--- src/rtl/if_pkg.sv ---
// Shared types and constants for the fetch-to-decode buffer.
// Latency: n/a (declarations only).
// Backpressure: n/a.
package if_pkg;

  localparam int INSTN_W = 32;
  localparam int ADDR_W  = 32;

  localparam logic [INSTN_W-1:0] NOP_INSTN  = 32'h0000_0000;
  localparam logic [INSTN_W-1:0] HALT_INSTN = 32'hFFFF_FFFF;

  // One buffered fetch: the instruction, its own PC and the sequential successor PC.
  typedef struct packed {
    logic [INSTN_W-1:0] instn;
    logic [ADDR_W-1:0]  pc;
    logic [ADDR_W-1:0]  nextpc;
  } if_entry_t;

  // True when the word handed to decode is the encoding that stops the front end.
  function automatic logic is_halt(input logic [INSTN_W-1:0] instn,
                                   input logic [INSTN_W-1:0] halt_code);
    return instn == halt_code;
  endfunction

endpackage

--- src/rtl/if_fifo_mem.sv ---
// Entry storage for the IF/ID buffer: DEPTH entries, one write port, one async read port.
// Latency: write visible on rd_data the cycle after the write edge; read is combinational.
// Backpressure: none here; the owner only asserts wr_en when a slot is free.
module if_fifo_mem
  import if_pkg::*;
#(
  parameter int DEPTH = 2,
  parameter int AW    = 1
) (
  input  logic            clk,
  input  logic            reset,
  input  logic            wr_en,
  input  logic [AW-1:0]   wr_addr,
  input  if_entry_t       wr_data,
  input  logic [AW-1:0]   rd_addr,
  output if_entry_t       rd_data
);

  if_entry_t mem_q [DEPTH];
  if_entry_t mem_d [DEPTH];

  // Next-state of the array: copy current contents, overlay the single write.
  always_comb begin
    for (int i = 0; i < DEPTH; i++) begin
      mem_d[i] = mem_q[i];
    end
    if (wr_en) begin
      mem_d[wr_addr] = wr_data;
    end
  end

  // Storage registers; cleared on reset so the head never reads as X.
  always_ff @(posedge clk) begin
    if (reset) begin
      for (int i = 0; i < DEPTH; i++) begin
        mem_q[i] <= '0;
      end
    end else begin
      for (int i = 0; i < DEPTH; i++) begin
        mem_q[i] <= mem_d[i];
      end
    end
  end

  // Asynchronous read of the head slot.
  always_comb begin
    rd_data = mem_q[rd_addr];
  end

endmodule

--- src/rtl/if_id_buffer.sv ---
// Fetch-to-decode pipeline buffer: small FIFO of {instn, pc, nextpc} with flush and halt.
// Latency: one cycle from push edge to head visibility; no same-cycle fall-through.
// Backpressure: in_ready drops when full or halted (registered state only); head held while stall_flag.
module if_id_buffer #(
  parameter int          DEPTH      = 2,
  parameter logic [31:0] NOP_INSTN  = if_pkg::NOP_INSTN,
  parameter logic [31:0] HALT_INSTN = if_pkg::HALT_INSTN
) (
  input  logic        clk,
  input  logic        reset,
  input  logic        in_valid,
  output logic        in_ready,
  input  logic [31:0] in_instn,
  input  logic [31:0] in_pc,
  input  logic [31:0] in_nextpc,
  input  logic        stall_flag,
  input  logic        flush,
  output logic        out_valid,
  output logic [31:0] out_instn,
  output logic [31:0] out_pc,
  output logic [31:0] out_nextpc,
  output logic        halt,
  output logic [31:0] instn_count
);

  import if_pkg::*;

  // DEPTH must be a power of two >= 2 so the pointers wrap by natural overflow.
  localparam int AW = $clog2(DEPTH);
  localparam int CW = $clog2(DEPTH) + 1;
  localparam logic [CW-1:0] FULL_CNT = CW'(DEPTH);

  logic [AW-1:0] wr_ptr_q, wr_ptr_d;
  logic [AW-1:0] rd_ptr_q, rd_ptr_d;
  logic [CW-1:0] count_q, count_d;
  logic          halt_q, halt_d;
  logic [31:0]   instn_count_q, instn_count_d;

  logic          push;
  logic          pop;
  logic          mem_we;
  if_entry_t     wr_entry;
  if_entry_t     head;

  if_fifo_mem #(
    .DEPTH (DEPTH),
    .AW    (AW)
  ) u_mem (
    .clk     (clk),
    .reset   (reset),
    .wr_en   (mem_we),
    .wr_addr (wr_ptr_q),
    .wr_data (wr_entry),
    .rd_addr (rd_ptr_q),
    .rd_data (head)
  );

  // Handshake flags derived purely from registered state, never from stall_flag or flush.
  always_comb begin
    in_ready  = (count_q < FULL_CNT) && !halt_q;
    out_valid = (count_q != '0) && !halt_q;
    push      = in_valid && in_ready;
    pop       = out_valid && !stall_flag;
    wr_entry  = '{instn: in_instn, pc: in_pc, nextpc: in_nextpc};
  end

  // Next-state for pointers, occupancy, halt and the consumed-instruction counter.
  always_comb begin
    wr_ptr_d      = wr_ptr_q;
    rd_ptr_d      = rd_ptr_q;
    count_d       = count_q;
    halt_d        = halt_q;
    instn_count_d = instn_count_q;
    mem_we        = 1'b0;

    if (flush && !halt_q) begin
      // Taken branch: drop the queue; a same-cycle push is discarded and a
      // same-cycle pop is squashed (no count, no halt detection).
      wr_ptr_d = '0;
      rd_ptr_d = '0;
      count_d  = '0;
    end else begin
      mem_we = push;
      if (push) begin
        wr_ptr_d = wr_ptr_q + AW'(1);
      end
      if (pop) begin
        rd_ptr_d      = rd_ptr_q + AW'(1);
        instn_count_d = instn_count_q + 32'd1;
        if (is_halt(head.instn, HALT_INSTN)) begin
          halt_d = 1'b1;
        end
      end
      case ({push, pop})
        2'b10:   count_d = count_q + CW'(1);
        2'b01:   count_d = count_q - CW'(1);
        default: count_d = count_q;
      endcase
    end
  end

  // State registers; synchronous reset overrides flush, push and pop.
  always_ff @(posedge clk) begin
    if (reset) begin
      wr_ptr_q      <= '0;
      rd_ptr_q      <= '0;
      count_q       <= '0;
      halt_q        <= 1'b0;
      instn_count_q <= '0;
    end else begin
      wr_ptr_q      <= wr_ptr_d;
      rd_ptr_q      <= rd_ptr_d;
      count_q       <= count_d;
      halt_q        <= halt_d;
      instn_count_q <= instn_count_d;
    end
  end

  // Head presentation: real entry when valid, otherwise NOP with zeroed PCs.
  always_comb begin
    if (out_valid) begin
      out_instn  = head.instn;
      out_pc     = head.pc;
      out_nextpc = head.nextpc;
    end else begin
      out_instn  = NOP_INSTN;
      out_pc     = '0;
      out_nextpc = '0;
    end
    halt        = halt_q;
    instn_count = instn_count_q;
  end

endmodule

--- config.mk ---
export PLATFORM = sky130hd
export DESIGN_NAME = if_id_buffer
export DESIGN_NICKNAME = d
export VERILOG_FILES = /design/src/rtl/if_pkg.sv /design/src/rtl/if_fifo_mem.sv /design/src/rtl/if_id_buffer.sv
export SDC_FILE = /design/constraint.sdc
export NUM_CORES = 1
export LEC_CHECK = 0
export BUFFER_PORTS_ARGS = -buffer_cell sky130_fd_sc_hd__buf_4
export CAP_MARGIN = 25
export CORE_ASPECT_RATIO = 0.7
export CORE_MARGIN = 2
export CORE_UTILIZATION = 40
export DETAILED_ROUTE_END_ITERATION = 6
export PLACE_DENSITY = 0.68
export SLEW_MARGIN = 25
export SYNTH_ARGS = -nofsm -noshare
export SYNTH_HDL_FRONTEND = slang
export SYNTH_HIERARCHICAL = 1
export SYNTH_SLANG_ARGS = --single-unit
--- constraint.sdc ---
create_clock -name clk -period 2.3 [get_ports clk]
set_input_delay 0 -clock clk [delete_from_list [all_inputs] [get_ports clk]]
set_output_delay 0 -clock clk [all_outputs]
set_load 0.05 [all_outputs]
==> Yosys cells after proc, flatten, opt, wreduce, memory -nomap -nowiden <==
Memories as Yosys holds them, arrays and structs flattened. A register that Yosys moved wholly into a read port is not among the register bits.
Cells that the tools add are included.
{ "totals": {"ff_bits": 37, "mem_bits_rw": 192, "input_bits": 101, "out_inout_bits": 131, "n_memories": 1} }
{ "memory_table": {"columns": ["memory", "depth", "word_bits", "rd", "rd_ports_with_merged_regs", "write_ports", "line", "rtl"], "rows": [
  ["u_mem.mem_q", 2, 96, 3, 1, 2, "if_fifo_mem.sv:19", "if_entry_t mem_q [DEPTH];"]
]} }
{ "classes": {"addsub": 5, "magnitude_cmp": 3, "eq_ne": 3, "muxes": 16, "bitwise_logic": 4, "reduce_logical": 13} }
{ "op_table": {"columns": ["cell", "n"], "rows": [
  ["two-way mux 96 bit", 3],
  ["bitwise mux 192 bit", 1],
  ["two-way mux 192 bit", 1],
  ["demux 96 bit (select 1 bit)", 1],
  ["two-way mux 32 bit", 3],
  ["adder 32 x 1 -> 32 bit, second input constant", 1],
  ["== test 32 bit, second input constant", 1],
  ["logical AND 1 bit", 6],
  ["two-way mux 1 bit", 6],
  ["case mux 2 bit (2 select lines)", 1],
  ["nonzero test 2 bit", 2],
  ["AND reduction 3 bit", 1],
  ["adder 1 bit, second input constant", 2],
  ["adder 2 x 1 -> 2 bit, second input constant", 1],
  ["== test 2 x 1 -> 1 bit, second input constant", 1],
  ["== test 2 bit, second input constant", 1],
  [">= comparator 2 bit, second input constant", 1],
  ["logical NOT 1 bit", 2],
  ["< comparator 2 x 1 -> 1 bit, second input constant", 1],
  ["< comparator 2 bit, second input constant", 1],
  ["NOT 1 -> 2 bit", 1],
  ["bitwise OR 1 bit", 2],
  ["AND reduction 2 bit", 1],
  ["OR reduction 2 bit", 1],
  ["other kinds (2)", 2]
]} }

==> Longest topological paths before layout <==
Gate-level depths: netlist (run 1).
{ "logic_depth": {"ltp_word": 8, "mapped_depth": 8, "depth_no_buf": 6} }

==> By module <==
The synthesis (run 1) kept the hierarchy.
{ "by_module_without_submodules": {"columns": ["mod", "n_inst", "cells_each", "area_each_um2", "seq_area_each_um2"], "rows": [
  ["if_fifo_mem", 1, 836, 9048.7, 3843.7],
  ["if_id_buffer", 1, 328, 2538.7, 740.7]
]} }

==> Least setup slack after synthesis (run 1) <==
No wires, ideal clock.
{ "synth_timing": {"kind": "register to register", "start": "register halt_q (netlist: halt)", "end": "memory u_mem/mem_q[1][10] (netlist bit)", "setup_ns": 0.072, "arrival_time_ns": 2.315, "required_time_ns": 2.228, "slack_ns": -0.087, "path_stages_with_launch": 8, "n_path_buf": 2, "synth_period_minus_slack_ns": 2.387, "path_cell_list": "dfxtp_1 nor2_1 nand2_1 nor2_1 and2_1 buf_4 buf_4 mux2i_1"} }
{ "synth_rtl": {"columns": ["item", "line", "rtl"], "rows": [
  ["start, declared", "if_id_buffer.sv:36", "logic halt_q, halt_d;"],
  ["start signal, assigned", "if_id_buffer.sv:114", "halt_q <= halt_d;"],
  ["end, declared", "if_fifo_mem.sv:19", null]
]} }

==> results of run 1 <==
==> logic make-up after synthesis <==
logic type | after synthesis | synth area share, %
AO/OA/AOI/OAI | 38 | 1.857
XOR/XNOR | 11 | 0.8315
adder cells (fa/ha/maj) | 2 | 0.2159
buffers and inverters | 93 | 4.341
flip-flops | 229 | 39.56
multiplexers | 296 | 26.69
AND/OR/NAND/NOR | 495 | 26.50
==> power breakdown <==
part           switching (mW)  internal, mW
registers              0.0669          4.09
logic                   0.562         0.601
clock network            1.60          2.23
total                    2.23          6.92
==> flip-flops by register name (all words and copies together), names as in the netlist <==
name	flops
count_q	2
halt	1
u_mem/mem_q	192
instn_count	32
rd_ptr_q	1
wr_ptr_q	1
==> worst reg2reg max path: cells and delay by family, from the launching register on <==
family	cells	cell delay, ps
AND/OR/NAND/NOR	4	850
buffers and inverters	1	580
flip-flops	1	350
multiplexers	1	200
==> layout by cell type, fill, tap and decap left out, types with 8 or more instances in the layout <==
cell type / synthesis / final
o21ai_0: 10 / 10
mux2_2: 104 / 104
nand2_1: 12 / 12
nor4_1: 10 / 10
dfxtp_1: 229 / 228
a21oi_1: 19 / 19
and2_1: 100 / 99
clkbuf_16: 0 / 25
nor2b_1: 10 / 10
nand3_1: 9 / 9
buf_4: 22 / 246
or3_1: 10 / 10
mux2i_1: 192 / 192
nand4_1: 16 / 16
nand2b_1: 289 / 288
nor2_1: 21 / 20
xor2_1: 8 / 8
dlygate4sd3_1: 0 / 101
==> worst max-delay path by stage <==
stage / end / slack (ps) / cells after the start
6_report: out_nextpc[6] / 150 / 4
5_1_grt: out_nextpc[6] / 30 / 4
4_1_cts: out_nextpc[6] / 50 / 4
3_5_place_dp: halt / 270 / 6
3_3_place_gp: halt / 280 / 6
2_1_floorplan: instn_count[24] / 180 / 6
==> layout make-up <==
| class | instances | area [um2] | area share, % |
|---|---|---|---|
| multi-input cells | 842 | 6519 | 42.41 |
| flip-flops and latches | 229 | 4588 | 29.85 |
| repair buffers | 354 | 2984 | 19.41 |
| clock buffers | 39 | 748.2 | 4.867 |
| well taps | 378 | 473.0 | 3.077 |
| clock inverters | 6 | 33.78 | 0.2198 |
| inverters | 7 | 26.28 | 0.1709 |
==> layer usage <==
| layer | routed length (um) | GRT usage [%] | vias to the layer above | part of all wire [%] |
|---|---|---|---|---|
| met2 | 13160 | 31.23 | 179 | 45 |
| met3 | 1491 | 4.280 | 39 | 5.1 |
| met1 | 14210 | 25.45 | 4234 | 48 |
| li1 | - | - | 4497 | - |
| met4 | 481 | 3.750 | 0 | 1.6 |
| met5 | 0 | 0 | - | 0 |
==> repair_timing <==
| item | 4_1_cts | 5_1_grt |
|---|---|---|
| endpoints found under the hold margin | 216 | 0 |
| pin swaps | 0 | 0 |
| resized for setup | 1 | 1 |
| endpoints found under the setup margin | 27 | 9 |
| hold buffers | 101 | 0 |
==> impl_metrics.ini, run 1 <==
[critical_path]
crit_type = reg -> out
slowest_delay_ps = 570
r2r_start = halt
path_max_fanout = 28
reg2regPathDepth = 6
crit_buf_inv = 2
arrival_ps = 2150
timing.critical_path.to_type = output port
cp-startpoint = rd_ptr_q
r2r-end = u_mem/mem_q[1][94]
rrSetupSlack_ps = 220
slowest_stage = dfxtp_4
required_ps = 2300
cp-start-kind = flip-flop
crit_chain = buf_8 > mux2_2 > and2_1 > buf_4
path_delay_family = flip-flops

[logic_synthesis]
synth-seq-cells = 229
synth_fp_nets = 1267
syn_area_per_cell_um2 = 9.955
yosysSeqAreaShare_pct = 39.56
synth_common_cells = nand2b_1, dfxtp_1, mux2i_1
synthTopCellsByArea = dfxtp_1, mux2i_1, nand2b_1
ys_async_sr_fraction_pct = 0
synth_cell_types = 34
synth_edf_count = 0
yosysWarnings = 6
post-synth-top-count-cell = nand2b_1
yosysTopAreaCellShare_pct = 39.56
synth-main-ff-cell = dfxtp_1
synth_top_area_cell = dfxtp_1
syn_inst = 1164
mappedNetlistArea_um2 = 11590

[floorplan]
start_util_pct = 40.38
fp.dieW_um = 207.4
core_um2 = 28690
chipHeight_um = 146.4
rows = 52
dieArea_um2 = 30370
ios = 232

[routing]
drt-total-wl_um = 29340
first_pass_iters = 4
drc_errors = 0
ant_nets = 0
vias = 8949
via_per_inst = 4.824
drtIter0Drc = 484
wl_per_cell_um = 15.82

[finish]
post-route-util_pct = 53.58
syn2layout_area_growth_pct = 32.66
stdcell_count = 1855
fin_area_um2 = 15370
antenna_cells = 0
finalNetCount = 1562
drive_gt1_share_pct = 27.49
n_fill_cell = 2522

[sta]
worst_pin_slew_ps = 486.6
fin_tns_setup_ps = 0
setup_viol = 0
min_period_ps = 2155
slew_viol_final = 0
rsz0062_at_grt = no
fmax_mhz = 464.1
maxSlewHeadroom_pct = 67.26
whs_ps = 305.6
min_period_over_period_pct = 93.67
fin_ws_ps = 145.5
hold_viol = 0
finalClockSkew_ps = 20.28

[cts]
clock_latency_ps = 530
cts_tree = built
cts_buffers = 25
clkTransAtPathRegs_ps = 60
clock_sinks = 229
ctsHtreeMaxLevel = 1
cts_root_buf = clkbuf_16
cts_setup_buffers = 0
clockBufferDepth = 3

[placed_design]
dp_hpwl_um = 18940
dpl-instance-area_um2 = 13570
gp_congestion = 0.7696
dp_slack_ps = 273.3
dp.cells = 1709
place.port_buffers = 231

[power_and_ir_drop]
ir_drop_uv = 422.9
pwr_density_cell_nw_per_um2 = 595.2
leakagePower_nw = 6.573
total_power_mw = 9.150

[global_route]
grt_pass1_vias = 9291
globalRouteOverflowTotal = 0
grtUsageTotal_pct = 18.92
grt_first_pass_wirelength_um = 47840
antenna_found_initial = 0
grt_start_max_net_pins = 144

[hold_path]
hold_class = in -> reg
min_path_cells = 4
holdPathEnd = u_mem/mem_q[0][65]
min_from = in_instn[1]

[job]
maxCapViolations = 0

[run_status]
status = finished clean
Note: power is estimated with default switching activity, not from simulation.
==> inputs of run 2 (changes only) <==
--- a/config.mk
+++ b/config.mk
@@ -10,6 +10,7 @@
 export CORE_ASPECT_RATIO = 0.7
 export CORE_MARGIN = 2
 export CORE_UTILIZATION = 40
+export CTS_BUF_LIST = sky130_fd_sc_hd__clkbuf_4 sky130_fd_sc_hd__clkbuf_8 sky130_fd_sc_hd__clkbuf_16
 export DETAILED_ROUTE_END_ITERATION = 6
 export PLACE_DENSITY = 0.68
 export SLEW_MARGIN = 25
==> impl_metrics.ini, run 2 (same netlist as run 1, synthesis figures left out) <==
[floorplan]
rows = 52
start_util_pct = 40.38
chipHeight_um = 146.4
core_um2 = 28690
dieArea_um2 = 30370
ios = 232
fp.dieW_um = 207.4

[hold_path]
min_path_cells = 4
hold_class = in -> reg
holdPathEnd = u_mem/mem_q[0][65]
min_from = in_instn[1]

[critical_path]
rrSetupSlack_ps = 240
slowest_delay_ps = 570
timing.critical_path.to_type = output port
required_ps = 2300
r2r-end = u_mem/mem_q[1][94]
arrival_ps = 2150
reg2regPathDepth = 6
crit_type = reg -> out
cp-start-kind = flip-flop
path_max_fanout = 28
slowest_stage = dfxtp_4
crit_chain = buf_8 > mux2_2 > and2_1 > buf_4
r2r_start = halt

[finish]
final_common_cell = nand2b_1
syn2layout_area_growth_pct = 32.89
antenna_cells = 0
top_register = u_mem/mem_q
drive_gt1_share_pct = 27.96
fin_area_um2 = 15400
largest_register_ff_count = 192
finalNetCount = 1562
n_fill_cell = 2518
layout_common_cells = nand2b_1, buf_4, dfxtp_1

[sta]
min_period_ps = 2147
rsz0062_at_grt = no
worst_pin_slew_ps = 482.1
fin_tns_setup_ps = 0
finalClockSkew_ps = 21.04
setup_viol = 0
fmax_mhz = 465.8
slew_viol_final = 0
hold_viol = 0
min_period_over_period_pct = 93.34
maxSlewHeadroom_pct = 67.57

[global_route]
globalRouteOverflowTotal = 0
antenna_found_initial = 0
grt_first_pass_wirelength_um = 47870
busiest_layer = met2
grtUsageTotal_pct = 18.93
grt_pass1_vias = 9299
globalRouteMet1Util_pct = 25.45
globalRouteMet2Util_pct = 31.27
grt_start_max_net_pins = 144
met3_usage_pct = 4.280

[routing]
drt-total-wl_um = 29320
via_per_inst = 4.824
vias = 8948
wl_per_cell_um = 15.81
drtIter0Drc = 492
ant_nets = 0
drc_errors = 0
first_pass_iters = 4

[cts]
ctsHtreeMaxLevel = 1
clock_sinks = 229
cts_tree = built
clock_latency_ps = 530
clockBufferDepth = 3
cts_root_buf = clkbuf_16
cts_buffers = 25
clkTransAtPathRegs_ps = 60

[power_and_ir_drop]
ir_drop_uv = 423.8
pwr_density_cell_nw_per_um2 = 599.8
leakagePower_nw = 6.597

[placed_design]
dp_hpwl_um = 18940
place.port_buffers = 231
dpl-instance-area_um2 = 13570
gp_congestion = 0.7696

[run_status]
status = finished clean

[job]
maxCapViolations = 0
-- run 2: routing by layer --
metal | part of all wire, % | up-vias
li1 | - | 4491
met1 | 48 | 4239
met2 | 45 | 179
met3 | 5.2 | 39
met4 | 1.7 | 0
met5 | 0 | -
-- run 2: layout make-up --
type	instances	area [um2]	area share, %
Multi-Input combinational cell	842	6519	42.33
Sequential cell	229	4588	29.80
Timing Repair Buffer	354	2984	19.38
Clock buffer	39	774.5	5.030
Tap cell	378	473.0	3.071
Clock inverter	6	33.78	0.2194
Inverter	7	26.28	0.1706
-- run 2: worst max-delay path by stage --
| stage | from | to | depth (start not counted) |
|---|---|---|---|
| after floorplan | instn_count[0] | instn_count[24] | 6 |
| after global placement | rd_ptr_q | halt | 6 |
| after detailed placement | rd_ptr_q | halt | 6 |
| after CTS | rd_ptr_q | out_nextpc[6] | 4 |
| after global routing | rd_ptr_q | out_nextpc[6] | 4 |
| final | rd_ptr_q | out_nextpc[6] | 4 |
-- run 2: metrics by stage --
step                hold slack, ps  power, mW  std cells  setup slack [ps]  utilization (%)
CTS                          284.8      9.376       1855             46.14            53.65
floorplan                    175.6      4.924       1164             183.2                -
global placement             287.1      5.252       1709             280.6            47.30
global route                 319.2      9.637       1855             28.55            53.67
finish                       305.7      9.236       1855             153.1            53.67
detailed placement           298.8      5.267       1709             273.3            47.30
-- run 2: critical path: cells and delay by family, from the launching register on --
kind / cells / cell delay [ps]
and+or+nand+nor: 1 / 150
DFF: 1 / 570
buffers and inverters: 2 / 480
muxes: 1 / 380
-- run 2: where the power goes --
part / internal (mW) / switching, mW
clock: 2.31 / 1.61
combinational: 0.601 / 0.563
sequential: 4.09 / 0.0668
-- run 2: timing repair --
item,4_1_cts,5_1_grt
hold buffers,101,0
endpoints found under the setup margin,27,9
endpoints found under the hold margin,216,0
resized for setup,1,1
buffers inserted,0,0
==> inputs of run 3 (changes only) <==
--- a/config.mk
+++ b/config.mk
@@ -5,14 +5,14 @@
 export SDC_FILE = /design/constraint.sdc
 export NUM_CORES = 1
 export LEC_CHECK = 0
-export BUFFER_PORTS_ARGS = -buffer_cell sky130_fd_sc_hd__buf_4
 export CAP_MARGIN = 25
 export CORE_ASPECT_RATIO = 0.7
 export CORE_MARGIN = 2
 export CORE_UTILIZATION = 40
 export CTS_BUF_LIST = sky130_fd_sc_hd__clkbuf_4 sky130_fd_sc_hd__clkbuf_8 sky130_fd_sc_hd__clkbuf_16
 export DETAILED_ROUTE_END_ITERATION = 6
-export PLACE_DENSITY = 0.68
+export DONT_BUFFER_PORTS = 1
+export PLACE_DENSITY = 0.61
 export SLEW_MARGIN = 25
 export SYNTH_ARGS = -nofsm -noshare
 export SYNTH_HDL_FRONTEND = slang
==> impl_metrics.ini, run 3 (same netlist as run 1, synthesis figures left out) <==
[routing]
drtIter0Drc = 474
drc_errors = 0
drt-total-wl_um = 30880
vias = 8981
ant_nets = 0
first_pass_iters = 4
wl_per_cell_um = 17.08
via_per_inst = 4.967

[power_and_ir_drop]
pwr_density_cell_nw_per_um2 = 604.5
ir_drop_uv = 450.6
combPwrFrac_pct = 12.0
total_power_mw = 9.325
switching_share_pct = 24.38
p_int_mw = 7.052
p_clk_share_pct = 43.4
power_frac_seq_pct = 44.6
switchingPower_mw = 2.273
leakagePower_nw = 6.151

[critical_path]
timing.critical_path.to_type = flip-flop
r2r_start = rd_ptr_q
cp-startpoint = rd_ptr_q
r2r-end = halt
reg2regPathDepth = 6
rrSetupSlack_ps = 40
crit_type = reg -> reg
cp-start-kind = flip-flop
path_max_fanout = 53
required_ps = 2750
arrival_ps = 2710

[finish]
finalNetCount = 1515
largest_register_ff_count = 192
layout_common_cells = nand2b_1, dlygate4sd3_1, dfxtp_1
fin_area_um2 = 15430
post-route-util_pct = 53.77
drive_gt1_share_pct = 16.36
stdcell_count = 1808
antenna_cells = 0
top_register = u_mem/mem_q
syn2layout_area_growth_pct = 33.14
final_common_cell = nand2b_1

[sta]
fin_tns_setup_ps = 0
whs_ps = 14.08
finalClockSkew_ps = 9.858
setup_viol = 0
fin_ws_ps = 38.85
hold_viol = 0
min_period_over_period_pct = 98.31
slew_viol_final = 0
fmax_mhz = 442.3
rsz0062_at_grt = no
maxSlewHeadroom_pct = 57.84
min_period_ps = 2261
worst_pin_slew_ps = 632.3

[global_route]
grtUsageTotal_pct = 20.03
antenna_found_initial = 0
grt_first_pass_wirelength_um = 50470
grt_start_max_net_pins = 197
grt_pass1_vias = 9534
globalRouteOverflowTotal = 0

[placed_design]
dpl-instance-area_um2 = 12200
dp_hpwl_um = 18170
gp_congestion = 0.7763
dp.cells = 1524
place.port_buffers = 0
dp_slack_ps = 258.9

[cts]
cts_buffers = 25
clkTransAtPathRegs_ps = 60
ctsHtreeMaxLevel = 1
cts_root_buf = clkbuf_16
cts_tree = built
clock_latency_ps = 530
clock_sinks = 229
clockBufferDepth = 3

[hold_path]
min_path_cells = 3
min_from = flush
hold_class = in -> reg
holdPathEnd = u_mem/mem_q[1][69]

[floorplan]
start_util_pct = 40.38
core_um2 = 28690
dieArea_um2 = 30370
chipHeight_um = 146.4
rows = 52
ios = 232
fp.dieW_um = 207.4

[job]
maxCapViolations = 0

[run_status]
status = finished clean
==> run 3: worst max-delay path, cell delays in order, from the launching register on <==
cell and delay [ps]:
dfxtp_4 480, buf_12 340, mux2_2 260, nand4_1 170, nor4_1 590, nand4_1 180
a21oi_1 170
==> run 3: power by group through the flow <==
stage,Clock (mW),Sequential [mW],Combinational [mW]
final,4.05,4.16,1.12
after global routing,4.32,4.17,1.20
after CTS,4.15,4.15,1.11
after detailed placement,0,4.24,0.782
after global placement,0,4.24,0.769
after floorplan,0,4.22,0.701
==> run 3: repair_timing <==
action / in CTS / in global routing
gates resized for setup: 0 / 1
setup buffers: 0 / 6
endpoints found under the setup margin: 24 / 63
hold buffers: 234 / 0
endpoints found under the hold margin: 229 / 0
==> run 3: layout make-up <==
| class | count | area (um2) |
|---|---|---|
| inverters | 7 | 26.28 |
| multi-input cells | 842 | 6519 |
| well taps | 378 | 473.0 |
| fillers | 2552 | 13270 |
| clock inverters | 7 | 67.56 |
| repair buffers | 307 | 2999 |
| clock buffers | 38 | 754.5 |
| flip-flops and latches | 229 | 4588 |
==> run 3: how the worst max path moves through the flow <==
| stage | to | slack [ps] |
|---|---|---|
| 3_3_place_gp | halt | 290 |
| 3_5_place_dp | halt | 260 |
| 2_1_floorplan | instn_count[24] | 180 |
| 5_1_grt | instn_count[7] | 7 |
| 4_1_cts | out_instn[2] | 10 |
| 6_report | halt | 40 |
==> run 3: metal layers <==
layer / vias up / part of all wire (%) / global-route usage, %
met2: 174 / 46 / 33.32
met1: 4349 / 47 / 26.41
met4: 0 / 1.9 / 4.536
met3: 39 / 5.0 / 4.732
met5: - / 0 / 0
li1: 4419 / - / -
